[config.mk]
export PLATFORM = sky130hd
export DESIGN_NAME = proc_accum_engine
export DESIGN_NICKNAME = d
export VERILOG_FILES = /design/src/rtl/proc_defs.sv /design/src/rtl/proc_sq_pipe.sv /design/src/rtl/proc_accum_engine.sv
export SDC_FILE = /design/constraint.sdc
export NUM_CORES = 2
export LEC_CHECK = 0
export CELL_PAD_IN_SITES_DETAIL_PLACEMENT = 1
export CELL_PAD_IN_SITES_GLOBAL_PLACEMENT = 1
export CORE_UTILIZATION = 34
export CTS_BUF_LIST = sky130_fd_sc_hd__clkbuf_4 sky130_fd_sc_hd__clkbuf_8 sky130_fd_sc_hd__clkbuf_16
export CTS_CLUSTER_SIZE = 25
export DETAILED_ROUTE_END_ITERATION = 10
export PLACE_DENSITY = 0.6
export RECOVER_POWER = 25
export SETUP_SLACK_MARGIN = 0.1
export SYNTH_ARGS = -nofsm -noshare
export SYNTH_HDL_FRONTEND = slang
export SYNTH_SLANG_ARGS = --single-unit
[constraint.sdc]
create_clock -name clk -period 22.3 [get_ports clk]
set_clock_uncertainty 0.2 [all_clocks]
set_input_delay 4.46 -clock clk [delete_from_list [all_inputs] [get_ports clk]]
set_output_delay 4.46 -clock clk [all_outputs]
set_load 0.05 [all_outputs]
[src/rtl/proc_defs.sv]
// Shared command codes, state encodings and status bit positions for the accumulate engine.
// host_itf decodes the same command values, so they must change together.
package proc_defs;

    localparam int DW_DEF   = 64;
    localparam int SQW_DEF  = 32;
    localparam int NITW_DEF = 32;

    typedef enum logic [3:0] {
        CMD_NOP   = 4'd0,
        CMD_START = 4'd1,
        CMD_ABORT = 4'd2,
        CMD_CLEAR = 4'd3
    } proc_cmd_e;

    typedef enum logic [1:0] {
        ST_IDLE = 2'b00,
        ST_BUSY = 2'b01,
        ST_DONE = 2'b10,
        ST_ERR  = 2'b11
    } proc_state_e;

    localparam int STAT_ABORT_BIT = 2;
    localparam int STAT_OVF_BIT   = 3;

    // Commands are edge-triggered on the register value: a write fires only when it differs
    // from the previous cycle's value and is not NOP.
    function automatic logic cmd_fires(input logic [3:0] cmd, input logic [3:0] cmd_prev);
        return (cmd != cmd_prev) && (cmd != 4'd0);
    endfunction

endpackage

[src/rtl/proc_sq_pipe.sv]
// Purpose: one-stage registered squarer of x[SQW-1:0], carrying x alongside the product.
// Latency: 1 cycle from in_vld to out_vld. Backpressure: none; flush drops the entering sample.
module proc_sq_pipe #(
    parameter int SQW = 32,
    parameter int DW  = 64
) (
    input  logic               clk,
    input  logic               RESET,
    input  logic               flush,
    input  logic               in_vld,
    input  logic [DW-1:0]      in_dat,
    output logic               out_vld,
    output logic [DW-1:0]      out_x,
    output logic [2*SQW-1:0]   out_sq
);

    logic [2*SQW-1:0] op_ext;
    logic             take;

    always_comb begin
        op_ext            = '0;
        op_ext[SQW-1:0]   = in_dat[SQW-1:0];
        take              = in_vld && !flush;
    end

    always_ff @(posedge clk or posedge RESET) begin
        if (RESET) begin
            out_vld <= 1'b0;
            out_x   <= '0;
            out_sq  <= '0;
        end else begin
            out_vld <= take;
            if (take) begin
                out_x  <= in_dat;
                out_sq <= op_ext * op_ext;
            end
        end
    end

endmodule

[src/rtl/proc_accum_engine.sv]
// Purpose: runs niter steps of x += const1 (mod const2), summing x and x[SQW-1:0]^2; optional PROC_ACC_SAT_EN saturates.
// Latency: one iteration per cycle; DONE appears niter+3 cycles after an accepted START.
// Backpressure: none; host commands are edge-detected and acted on the cycle they change.
module proc_accum_engine
    import proc_defs::*;
#(
    parameter int DW   = DW_DEF,
    parameter int SQW  = SQW_DEF,
    parameter int NITW = NITW_DEF
) (
    input  logic            clk,
    input  logic            RESET,
    input  logic [3:0]      proc_cmd,
    input  logic [DW-1:0]   constK,
    input  logic [DW-1:0]   const1,
    input  logic [DW-1:0]   const2,
    input  logic [NITW-1:0] niter,
    output logic [3:0]      proc_status,
    output logic [DW-1:0]   proc_acc_dout,
    output logic [DW-1:0]   proc_pow_acc_dout
);

    proc_state_e     state;
    logic [3:0]      cmd_q;
    logic            cmd_arm;
    logic [DW-1:0]   x_q;
    logic [DW-1:0]   inc_q;
    logic [DW-1:0]   mod_q;
    logic [NITW-1:0] rem_q;
    logic [DW-1:0]   acc_q;
    logic [DW-1:0]   pow_q;
    logic            aborted_q;
    logic            ovf_q;
    logic            commit_vld;

    logic            fire;
    logic            do_start;
    logic            do_abort;
    logic            do_clear;
    logic            issue;
    logic            commit;
    logic            pipe_flush;
    logic            pipe_vld;
    logic [DW-1:0]   pipe_x;
    logic [2*SQW-1:0] pipe_sq;
    logic [DW-1:0]   sq_ext;
    logic [DW-1:0]   x_sum;
    logic [DW-1:0]   x_next;
    logic [DW-1:0]   acc_nx;
    logic [DW-1:0]   pow_nx;
    logic            ovf_hit;

    always_comb begin
        // cmd_arm suppresses the first cycle out of reset so a command still held
        // in the host register is absorbed into cmd_q instead of firing.
        fire       = cmd_arm && cmd_fires(proc_cmd, cmd_q);
        do_start   = fire && (proc_cmd == CMD_START) && (state != ST_BUSY);
        do_abort   = fire && (proc_cmd == CMD_ABORT) && (state == ST_BUSY);
        do_clear   = fire && (proc_cmd == CMD_CLEAR);
        issue      = (state == ST_BUSY) && (rem_q != '0) && !do_abort && !do_clear;
        commit     = pipe_vld && !do_clear;
        pipe_flush = do_clear || do_start;

        sq_ext              = '0;
        sq_ext[2*SQW-1:0]   = pipe_sq;

        x_sum  = x_q + inc_q;
        x_next = x_sum;
        if ((mod_q != '0) && (x_sum >= mod_q))
            x_next = x_sum - mod_q;
    end

`ifdef PROC_ACC_SAT_EN
    logic [DW:0] acc_sum;
    logic [DW:0] pow_sum;

    always_comb begin
        acc_sum = {1'b0, acc_q} + {1'b0, pipe_x};
        pow_sum = {1'b0, pow_q} + {1'b0, sq_ext};
        acc_nx  = acc_sum[DW] ? '1 : acc_sum[DW-1:0];
        pow_nx  = pow_sum[DW] ? '1 : pow_sum[DW-1:0];
        ovf_hit = acc_sum[DW] | pow_sum[DW];
    end
`else
    always_comb begin
        acc_nx  = acc_q + pipe_x;
        pow_nx  = pow_q + sq_ext;
        ovf_hit = 1'b0;
    end
`endif

    proc_sq_pipe #(
        .SQW (SQW),
        .DW  (DW)
    ) u_sq_pipe (
        .clk     (clk),
        .RESET   (RESET),
        .flush   (pipe_flush),
        .in_vld  (issue),
        .in_dat  (x_q),
        .out_vld (pipe_vld),
        .out_x   (pipe_x),
        .out_sq  (pipe_sq)
    );

    always_ff @(posedge clk or posedge RESET) begin
        if (RESET) begin
            state      <= ST_IDLE;
            cmd_q      <= '0;
            cmd_arm    <= 1'b0;
            x_q        <= '0;
            inc_q      <= '0;
            mod_q      <= '0;
            rem_q      <= '0;
            acc_q      <= '0;
            pow_q      <= '0;
            aborted_q  <= 1'b0;
            ovf_q      <= 1'b0;
            commit_vld <= 1'b0;
        end else begin
            cmd_q      <= proc_cmd;
            cmd_arm    <= 1'b1;
            commit_vld <= commit;

            if (commit) begin
                acc_q <= acc_nx;
                pow_q <= pow_nx;
                if (ovf_hit)
                    ovf_q <= 1'b1;
            end

            if (issue) begin
                x_q   <= x_next;
                rem_q <= rem_q - 1'b1;
            end

            case (state)
                ST_BUSY: begin
                    if (do_abort) begin
                        state     <= ST_IDLE;
                        aborted_q <= 1'b1;
                        rem_q     <= '0;
                    end else if ((rem_q == '0) && !pipe_vld && !commit_vld) begin
                        // Both the squarer and commit stages are empty: last result is in.
                        state <= ST_DONE;
                    end
                end
                default: ;
            endcase

            if (do_start) begin
                x_q        <= constK;
                inc_q      <= const1;
                mod_q      <= const2;
                rem_q      <= niter;
                acc_q      <= '0;
                pow_q      <= '0;
                aborted_q  <= 1'b0;
                ovf_q      <= 1'b0;
                commit_vld <= 1'b0;
                state      <= (niter == '0) ? ST_ERR : ST_BUSY;
            end

            if (do_clear) begin
                acc_q      <= '0;
                pow_q      <= '0;
                aborted_q  <= 1'b0;
                ovf_q      <= 1'b0;
                rem_q      <= '0;
                commit_vld <= 1'b0;
                state      <= ST_IDLE;
            end
        end
    end

    assign proc_status       = {ovf_q, aborted_q, state};
    assign proc_acc_dout     = acc_q;
    assign proc_pow_acc_dout = pow_q;

endmodule

==> flow_summary.yaml <==
routing:
  routedWlPerCell_um: 23.58
  drtAntennaViolNets: 0
  first_pass_iters: 5
  drt-total-wl_um: 235500
  drcViolationCount: 0
  vias: 52240
  detail_route.vias_per_cell: 5.230
  drt_iter0_drc: 2996
critical_path:
  critPathMaxStageDelay_ns: 2.98
  crit_path_end_kind: "asynchronous set/reset pin"
  worstPathCellList: "dlygate4sd3_1 -> clkinvlp_2 -> clkbuf_1 -> buf_4"
  critPathMaxFanout: 100
  crit_slowest_cell: "clkbuf_1"
  cp_num_buf_inv: 4
  worst-endpoint-required_ns: 22.82
  cp_top_family: "buffers and inverters"
  start_kind: "input pin"
  arrival_ns: 11.98
  path_class: "in2async"
synthesis:
  synth_edf_count: 0
  yosysSeqAreaShare: 0.1932
  synth.distinct_cells: 88
  synthCells: 7296
  netlist_top_cells_area: "fa_1 (25%), dfrtp_1 (19%), ha_1 (11%), inv_1 (6.6%), nand2_1 (6.2%)"
  synth.largest_area_cell: "fa_1"
  ys_ff_latch: 488
  synth_area_um2: 63210
  avgSynthCellArea_um2: 8.664
  synth_top_area_share: 0.2518
  syn_nets: 8872
  ys.warnings.count: 0
  ys.flop_type: "dfrtp_1"
  async_flop_share: 1.000
sta:
  worst_slew_pin_slew_ns: 5.157
  hold_viol: 0
  setup_viol: 0
  fin_crit_sh: 0.5138
  rsz0062_at_grt: "no"
  setup_tns_ns: 0
  min_period_ns: 11.46
  maxSlewHeadroom: -2.438
  final-max-slew-violation-count: 238
  setup_ws_ns: 10.84
  max_freq_mhz: 87.28
finish:
  drive_gt1_frac: 0.03220
  num-fill-cells: 21650
  final_cell_count_no_fill: 9988
  mostFrequentLayoutCells: "inv_1 (1116), nand2_1 (1042), fa_1 (795), ha_1 (551), dfrtp_1 (485)"
  final_common_cell: "inv_1"
  fin_nets: 9039
  area_growth_pct: 12.99
clock_network:
  clock_latency_ns: 0.69
  postCtsSetupBuffers: 0
  clockBufferDepth: 3
  cts.htree.levels: 2
  cts_tree: "done"
  clk_pin_slew_ns: 0.06
  cts_resized: 0
  cts_root_buffer: "clkbuf_16"
  cts_made_buffers: 60
  postCtsHoldBufs: 0
  clkSinkCount: 488
global_routing:
  grtUsageTotal: 0.2517
  grt-ovfl-total: 0
  grt_max_degree: 148
  grt_pass1_wl_um: 357500
  antenna_found_initial: 19
  grt_pass1_vias: 56820
place:
  place_congestion: 0.9223
  hpwl_um: 188700
  placed_cells_incl_taps: 9865
  pre_cts_ws_ns: 12.34
  port_buffers: 360
floorplanning:
  die_h_um: 433.2
  initial_utilization: 0.3438
  die_w_um: 433.2
  num_rows: 157
  die-area_um2: 187600
  ios: 362
  core_area_um2: 183900
outcome:
  failed_checks: "max-capacitance violations, max-slew violations"
  status: "complete, but fails checks"
min_path:
  min_path_type: "reg2reg"
run:
  cap_violations: 3
flip-flops by register name, summed over array words and instances (netlist names), 4 cells and up:
register           flops
mod_q                 64
x_q                   64
proc_pow_acc_dout     64
proc_acc_dout         64
u_sq_pipe.out_x       63
u_sq_pipe.out_sq      63
rem_q                 32
cmd_q                  4
inc_q                 64
layout make-up:
type                       instances  area [um^2]  area share
multi-input combinational       5363        45590      0.6382
inverter                        1120         4207     0.05889
clock buffer                      74         1680     0.02353
clock inverter                    40        481.7    0.006744
timing repair buffer             430         4146     0.05805
tap                             2464         3083     0.04316
antenna                            9        22.52   0.0003153
sequential                       488        12220      0.1711
cell families after synthesis:
| logic type | after synthesis | synth area share |
|---|---|---|
| compound gates | 1482 | 0.1444 |
| xor+xnor | 370 | 0.05127 |
| fa+ha+maj | 1346 | 0.3608 |
| buf+inv | 1445 | 0.08612 |
| flops | 488 | 0.1932 |
| mux | 94 | 0.01490 |
| other cells | 2 | 0.0001188 |
| simple gates | 2069 | 0.1491 |
synth_stat cells, types with 51 or more instances:
library cell / n
xnor2_1: 217
clkbuf_1: 294
fa_1: 795
nand2_1: 1043
nor2b_1: 51
nand4_1: 81
nor2_1: 344
a21o_1: 196
and2_1: 242
ha_1: 551
mux2i_1: 93
o21bai_1: 89
nand3_1: 74
o21ai_0: 453
a21oi_1: 421
inv_1: 1118
dfrtp_1: 488
xor2_1: 153
final timing paths:
path,start,to,slack (ns),cells past startpoint
worst min register to register,u_sq_pipe.out_x[60],u_sq_pipe.out_x[60],0.29,2
max in group clk,x_q[16],u_sq_pipe.out_sq[62],12.37,26
min in group asynchronous,RESET,proc_pow_acc_dout[58],5.58,2
worst max register to register,x_q[16],u_sq_pipe.out_sq[62],12.37,26
worst max-delay path,RESET,mod_q[42],10.84,4
worst min-delay path,u_sq_pipe.out_x[60],u_sq_pipe.out_x[60],0.29,2
through the flow:
step                      instance area (um^2)    util  hold slack (ns)
final                                    71420  0.3885           0.2871
after CTS                                71420  0.3884           0.2894
after detailed placement                 69260  0.3767           0.2730
after floorplan                          63210       -           0.2498
after global placement                   69260  0.3767           0.2641
after global routing                     71420  0.3884           0.3075
metal layers:
metal	GRT usage	part of all wire	vias to the layer above
met5	0	0.00014	-
met4	0.07681	0.032	4
met3	0.02497	0.036	253
met2	0.4305	0.49	990
met1	0.3339	0.45	26930
li1	-	-	24060
worst register-to-register path: stages (launching register included):
cell and delay [ns]:
dfrtp_1 0.33, buf_4 0.49, clkinv_1 0.67, nor2_1 0.61, fa_1 0.55, fa_1 0.54, inv_1 0.05, fa_1 0.49
fa_1 0.51, inv_1 0.05, fa_1 0.56, fa_1 0.44, fa_1 0.51, fa_1 0.42, ha_1 0.39, a21o_1 0.22
a21o_1 0.17, a21oi_1 0.23, a211o_1 0.16, o211ai_1 0.14, o211ai_1 0.34, a31oi_1 0.19, a2111oi_0 0.89, o41ai_1 0.13
a21oi_1 0.23, xor2_1 0.16, o21ai_0 0.09
Power is left out: the tool's default activity adds up to more than one toggle a clock period on the data nets, which glitch-free logic cannot reach.
